File: src/rtl/hex_rot_pkg.sv
// Shared types and segment constants for the HEX rotation display path.
package hex_rot_pkg;

  typedef enum logic [1:0] {
    CHAR_D     = 2'b00,
    CHAR_E     = 2'b01,
    CHAR_ONE   = 2'b10,
    CHAR_BLANK = 2'b11
  } char_t;

  typedef enum logic [1:0] {
    IDLE = 2'd0,
    RUN  = 2'd1,
    HOLD = 2'd2
  } state_t;

  // Active-low {g,f,e,d,c,b,a}
  localparam logic [6:0] SEG_D     = 7'h21;
  localparam logic [6:0] SEG_E     = 7'h06;
  localparam logic [6:0] SEG_ONE   = 7'h79;
  localparam logic [6:0] SEG_BLANK = 7'h7F;

endpackage

File: src/rtl/hex_char_dec.sv
// Combinational 2-bit character code to active-low 7-segment pattern.
module hex_char_dec
  import hex_rot_pkg::*;
(
  input  logic [1:0] code,
  output logic [6:0] seg
);

  always_comb begin
    seg = SEG_BLANK;
    case (char_t'(code))
      CHAR_D:     seg = SEG_D;
      CHAR_E:     seg = SEG_E;
      CHAR_ONE:   seg = SEG_ONE;
      CHAR_BLANK: seg = SEG_BLANK;
      default:    seg = SEG_BLANK;
    endcase
  end

endmodule

File: src/rtl/hex_rot_ctrl.sv
// Four-digit HEX rotation scheduler: FSM, prescaler, rotation counter, registered decode.
// Optional manual single-step in HOLD enabled by defining HEX_ROT_STEP_EN.
module hex_rot_ctrl
  import hex_rot_pkg::*;
#(
  parameter int unsigned TICK_CYCLES = 50_000_000
) (
  input  logic       clk,
  input  logic       rst,
  input  logic       load,
  input  logic [7:0] chars,
  input  logic       run,
  input  logic       dir,
  input  logic       step,
  output logic [6:0] hex_0,
  output logic [6:0] hex_1,
  output logic [6:0] hex_2,
  output logic [6:0] hex_3,
  output logic [1:0] rot_idx,
  output logic       tick
);

  localparam int unsigned PW = $clog2(TICK_CYCLES);
  localparam logic [PW-1:0] PRESC_LAST = PW'(TICK_CYCLES - 1);

  state_t        state;
  logic [7:0]    chars_q;
  logic [PW-1:0] presc;
  logic [1:0]    rot_adv;
  logic          step_edge;
  logic [6:0]    seg_w [4];
  logic [6:0]    hex_q [4];

  assign tick    = (state == RUN) & run & (presc == PRESC_LAST);
  assign rot_adv = dir ? rot_idx - 2'd1 : rot_idx + 2'd1;

`ifdef HEX_ROT_STEP_EN
  logic step_q;

  always_ff @(posedge clk) begin
    if (rst) step_q <= 1'b0;
    else     step_q <= step;
  end

  assign step_edge = step & ~step_q;
`else
  logic unused_step;
  assign unused_step = step;
  assign step_edge   = 1'b0;
`endif

  always_ff @(posedge clk) begin
    if (rst) begin
      state   <= IDLE;
      chars_q <= '0;
      rot_idx <= '0;
      presc   <= '0;
    end else if (load) begin
      chars_q <= chars;
      rot_idx <= '0;
      presc   <= '0;
      state   <= run ? RUN : HOLD;
    end else begin
      case (state)
        IDLE: ;
        RUN: begin
          if (!run) begin
            state <= HOLD;
            presc <= '0;
          end else if (tick) begin
            presc   <= '0;
            rot_idx <= rot_adv;
          end else begin
            presc <= presc + PW'(1);
          end
        end
        HOLD: begin
          presc <= '0;
          if (step_edge) rot_idx <= rot_adv;
          if (run)       state   <= RUN;
        end
        default: state <= IDLE;
      endcase
    end
  end

  // Digit k shows character (k + rot_idx) mod 4; 2-bit add wraps naturally.
  for (genvar k = 0; k < 4; k++) begin : g_dig
    logic [1:0] sel;
    assign sel = rot_idx + 2'(k);
    hex_char_dec u_dec (
      .code (chars_q[{sel, 1'b0} +: 2]),
      .seg  (seg_w[k])
    );
  end

  always_ff @(posedge clk) begin
    for (int unsigned i = 0; i < 4; i++) begin
      if (rst || state == IDLE) hex_q[i] <= SEG_BLANK;
      else                      hex_q[i] <= seg_w[i];
    end
  end

  assign hex_0 = hex_q[0];
  assign hex_1 = hex_q[1];
  assign hex_2 = hex_q[2];
  assign hex_3 = hex_q[3];

endmodule

File: config.mk
export PLATFORM = sky130hd
export DESIGN_NAME = hex_rot_ctrl
export DESIGN_NICKNAME = d
export VERILOG_FILES = /design/src/rtl/hex_rot_pkg.sv /design/src/rtl/hex_char_dec.sv /design/src/rtl/hex_rot_ctrl.sv
export SDC_FILE = /design/constraint.sdc
export NUM_CORES = 1
export LEC_CHECK = 0
export CORE_AREA = 2 2 98 100
export CTS_BUF_LIST = sky130_fd_sc_hd__clkbuf_2 sky130_fd_sc_hd__clkbuf_4 sky130_fd_sc_hd__clkbuf_8
export DETAILED_ROUTE_END_ITERATION = 6
export DIE_AREA = 0 0 100 102
export PLACE_DENSITY = 0.61
export SKIP_CTS_REPAIR_TIMING = 1
export SYNTH_ARGS = -nofsm -noshare
export SYNTH_HDL_FRONTEND = slang
export SYNTH_SLANG_ARGS = --single-unit
File: constraint.sdc
create_clock -name clk -period 3.6 [get_ports clk]
set_input_delay 0.36 -clock clk [delete_from_list [all_inputs] [get_ports clk]]
set_output_delay 0.36 -clock clk [all_outputs]
set_load 0.05 [all_outputs]
==> reports/metrics.csv <==
metric;value;unit
CTS clk-pin slew, worst paths;90;ps
achievable frequency;308;MHz
# rows;35;
CP Capture Type;output pin;
Critical Path Start Type;register;
antenna diode instance count;0;
first-pass GRT wire length;10300;µm
filler cell count;969;
Final setup violation count;0;
post-layout min period;3250;ps
share of layout cells above drive strength 1;7.16;%
Yosys reg bits;50;
ANT nets after route;0;
clock sinks;50;
Worst-Skew Late Latency;300;ps
number of H-tree levels;2;
Fin. Hold Viols;0;
worst-path cell with the longest stage delay;clkdlybuf4s50_1;
initial antenna violation count;0;
leakage power;1.10;nW
Synth Area in Adders;2.35;%
vias in the first global route;2100;
Die Wd;100;µm
mux cell area share after synthesis;6.91;%
Pwr Density;343;nW/µm²
main combinational cell family by area after synthesis;simple AND/OR/NAND/NOR gates;
die area;10200;µm²
Worst Hold Class;register to register;
initial drt markers;157;
CP required;3240;ps
simple logic cell fraction of the synthesized area;27.5;%
clock buffer depth;2;
nets@finish;354;
Detail Placement HPWL;4460;µm
grt ovf;0;
Place WS;413;ps
worst-path maximum fanout;5;
PnR worst setup slack;354;ps
gr usage total;12.6;%
Synth Cell Area;2660;µm²
Synth Area in Compound Gates;14.8;%
I/O pin count;45;
critical path class;register to output pin;
Avg WL per Cell;13.8;µm
fin crit share;90.2;%
Post-synth ARST share;0;%
largest net degree at the start of global routing;33;
CP Buf/Inv Count;2;
Slew HR;30.1;%
syn_nets;335;
TNS Setup;0;ps
post-synthesis cell count;316;
CP top delay family;simple AND/OR/NAND/NOR gates;
Synth Area in XOR/XNOR;1.32;%
Avg Cell Area, Syn;8.42;µm²
critical path arrival;2890;ps
Max Cap Viol;0;
Distinct cells, synth;46;
flop-to-flop setup slack;880;ps
Num CTS Buffers;5;
post-layout total power;1.07;mW
Root Driver;clkbuf_8;
Die Span Y;102;µm
worst vdd ir;0.125;mV
Initial Util;29.2;%
area of the multi-input gates;1410;µm²
clock skew;5.54;ps
run status;finished clean;
worst-path cell chain;inv_1 > ha_1 > nand4_1 > nor4_1 > and2b_1 > clkdlybuf4s50_1;
I/O Buffers;43;
final WL;6150;µm
drt via density;5.23;
main flop type after synthesis;dfxtp_1;
Layout area overhead;17.6;%
core footprint;9110;µm²
Vias;2333;
Finished Layout Cells;446;
YS warnings;0;
Layout Utilization;34.4;%
number of flops mapped to enable cells by yosys;0;
DRC errors left;0;
storage element area;1000;µm²
CTS tree;done;
cell count after placement;439;
Crit path largest cell delay;850;ps
RSZ-0062 raised after global routing;false;
slew at the pin with the worst max-slew slack;1050;ps
1st-pass router iterations;4;
sequential cell area fraction in the yosys report;37.6;%
Final Max Tran Viols;0;
GP Congestion;0.814;
==> placed cells by master, fill, tap and decap left out, drive strengths merged, types with 2 or more instances in the layout <==
master	Yosys	final
dfxtp	50	50
clkdlybuf4s50	0	43
nand2	35	35
a31oi	29	29
nor2	27	27
nand3	16	16
mux2i	15	15
inv	11	11
nand4	11	11
nand3b	10	10
o21ai	9	9
and3	8	8
nor4	7	7
a21oi	6	6
or2	5	5
nor3	5	5
ha	5	5
clkbuf	10	5
and4	5	5
xor2	3	3
mux2	3	3
a41oi	3	3
o211ai	3	3
o22ai	2	2
o2bb2ai	2	2
clkinv	0	2
buf	23	2
==> metrics by stage <==
step                hold slack [ps]  cell area (µm²)
detailed placement              462             3050
finish                          478             3130
global placement                454             3050
CTS                             477             3130
global route                    508             3130
floorplan                       431             2660
==> worst paths after layout <==
path	cells past startpoint	endpoint	start
worst max-delay path	6	tick	state[1]
worst min-delay path	1	presc[25]	presc[25]
worst max register to register	7	presc[11]	state[0]
worst min register to register	1	presc[25]	presc[25]
==> layer usage <==
layer	GRT usage (%)	part of all wire [%]	vias up	routed length, µm
met4	4.95	1.5	0	92
li1	-	-	1177	-
met2	19.9	43	70	2670
met3	2.53	5.4	7	334
met5	0	0	-	0
met1	17.1	50	1079	3050
==> power by group <==
part / total, mW / internal [mW] / switching, mW
Sequential: 0.578 / 0.567 / 0.0107
Clock: 0.313 / 0.131 / 0.182
Combinational: 0.182 / 0.0635 / 0.119
==> state kept, by name, summed over array words and instances, names as in the netlist <==
register and cells:
state 2, presc 26, chars_q 8, hex_q 12, rot_idx 2
==> final cells by class <==
class,count,share of cell area [%]
clock buffers,5,2.20
clock inverters,2,0.320
inverters,11,1.32
multi-input cells,222,45.1
flip-flops and latches,50,32.0
well taps,111,4.44
repair buffers,45,14.6
==> worst register-to-register path, delay by kind of cell, from the launching register on <==
kind	cells	cell delay, ps
buf+inv	2	460
simple gates	2	400
fa+ha+maj	1	330
compound gates	2	1080
flops	1	370
==> cells in the mapped netlist (2+ instances only) <==
| cell type | n | area, µm² |
|---|---|---|
| nand2_1 | 35 | 131 |
| nand3b_1 | 10 | 75.1 |
| o22ai_1 | 2 | 12.5 |
| buf_4 | 17 | 128 |
| inv_1 | 11 | 41.3 |
| nor2_1 | 27 | 101 |
| a31oi_1 | 29 | 181 |
| o2bb2ai_1 | 2 | 17.5 |
| clkbuf_1 | 7 | 26.3 |
| nand4_4 | 2 | 42.5 |
| o211ai_1 | 2 | 15.0 |
| a41oi_1 | 3 | 26.3 |
| nand3_1 | 16 | 80.1 |
| xor2_1 | 3 | 26.3 |
| buf_6 | 2 | 22.5 |
| o21ai_0 | 9 | 45.0 |
| or2_2 | 5 | 31.3 |
| mux2_2 | 3 | 33.8 |
| nand4_1 | 9 | 56.3 |
| and3_1 | 8 | 50.1 |
| mux2i_1 | 15 | 150 |
| and4_1 | 4 | 35.0 |
| dfxtp_1 | 50 | 1000 |
| ha_1 | 5 | 62.6 |
| a21oi_1 | 6 | 30.0 |
| clkbuf_2 | 2 | 10.0 |
| nor3_1 | 5 | 25.0 |
| nor4_1 | 7 | 43.8 |
| buf_2 | 3 | 15.0 |
==> kinds of logic after synthesis <==
family	Yosys count
AOI/OAI and AO/OA	60
xor gates and xnor gates	4
buffers and inverters	44
and+or+nand+nor	135
adders and majority gates	5
muxes	18
DFF	50
Power figures use the tool's default switching activity.
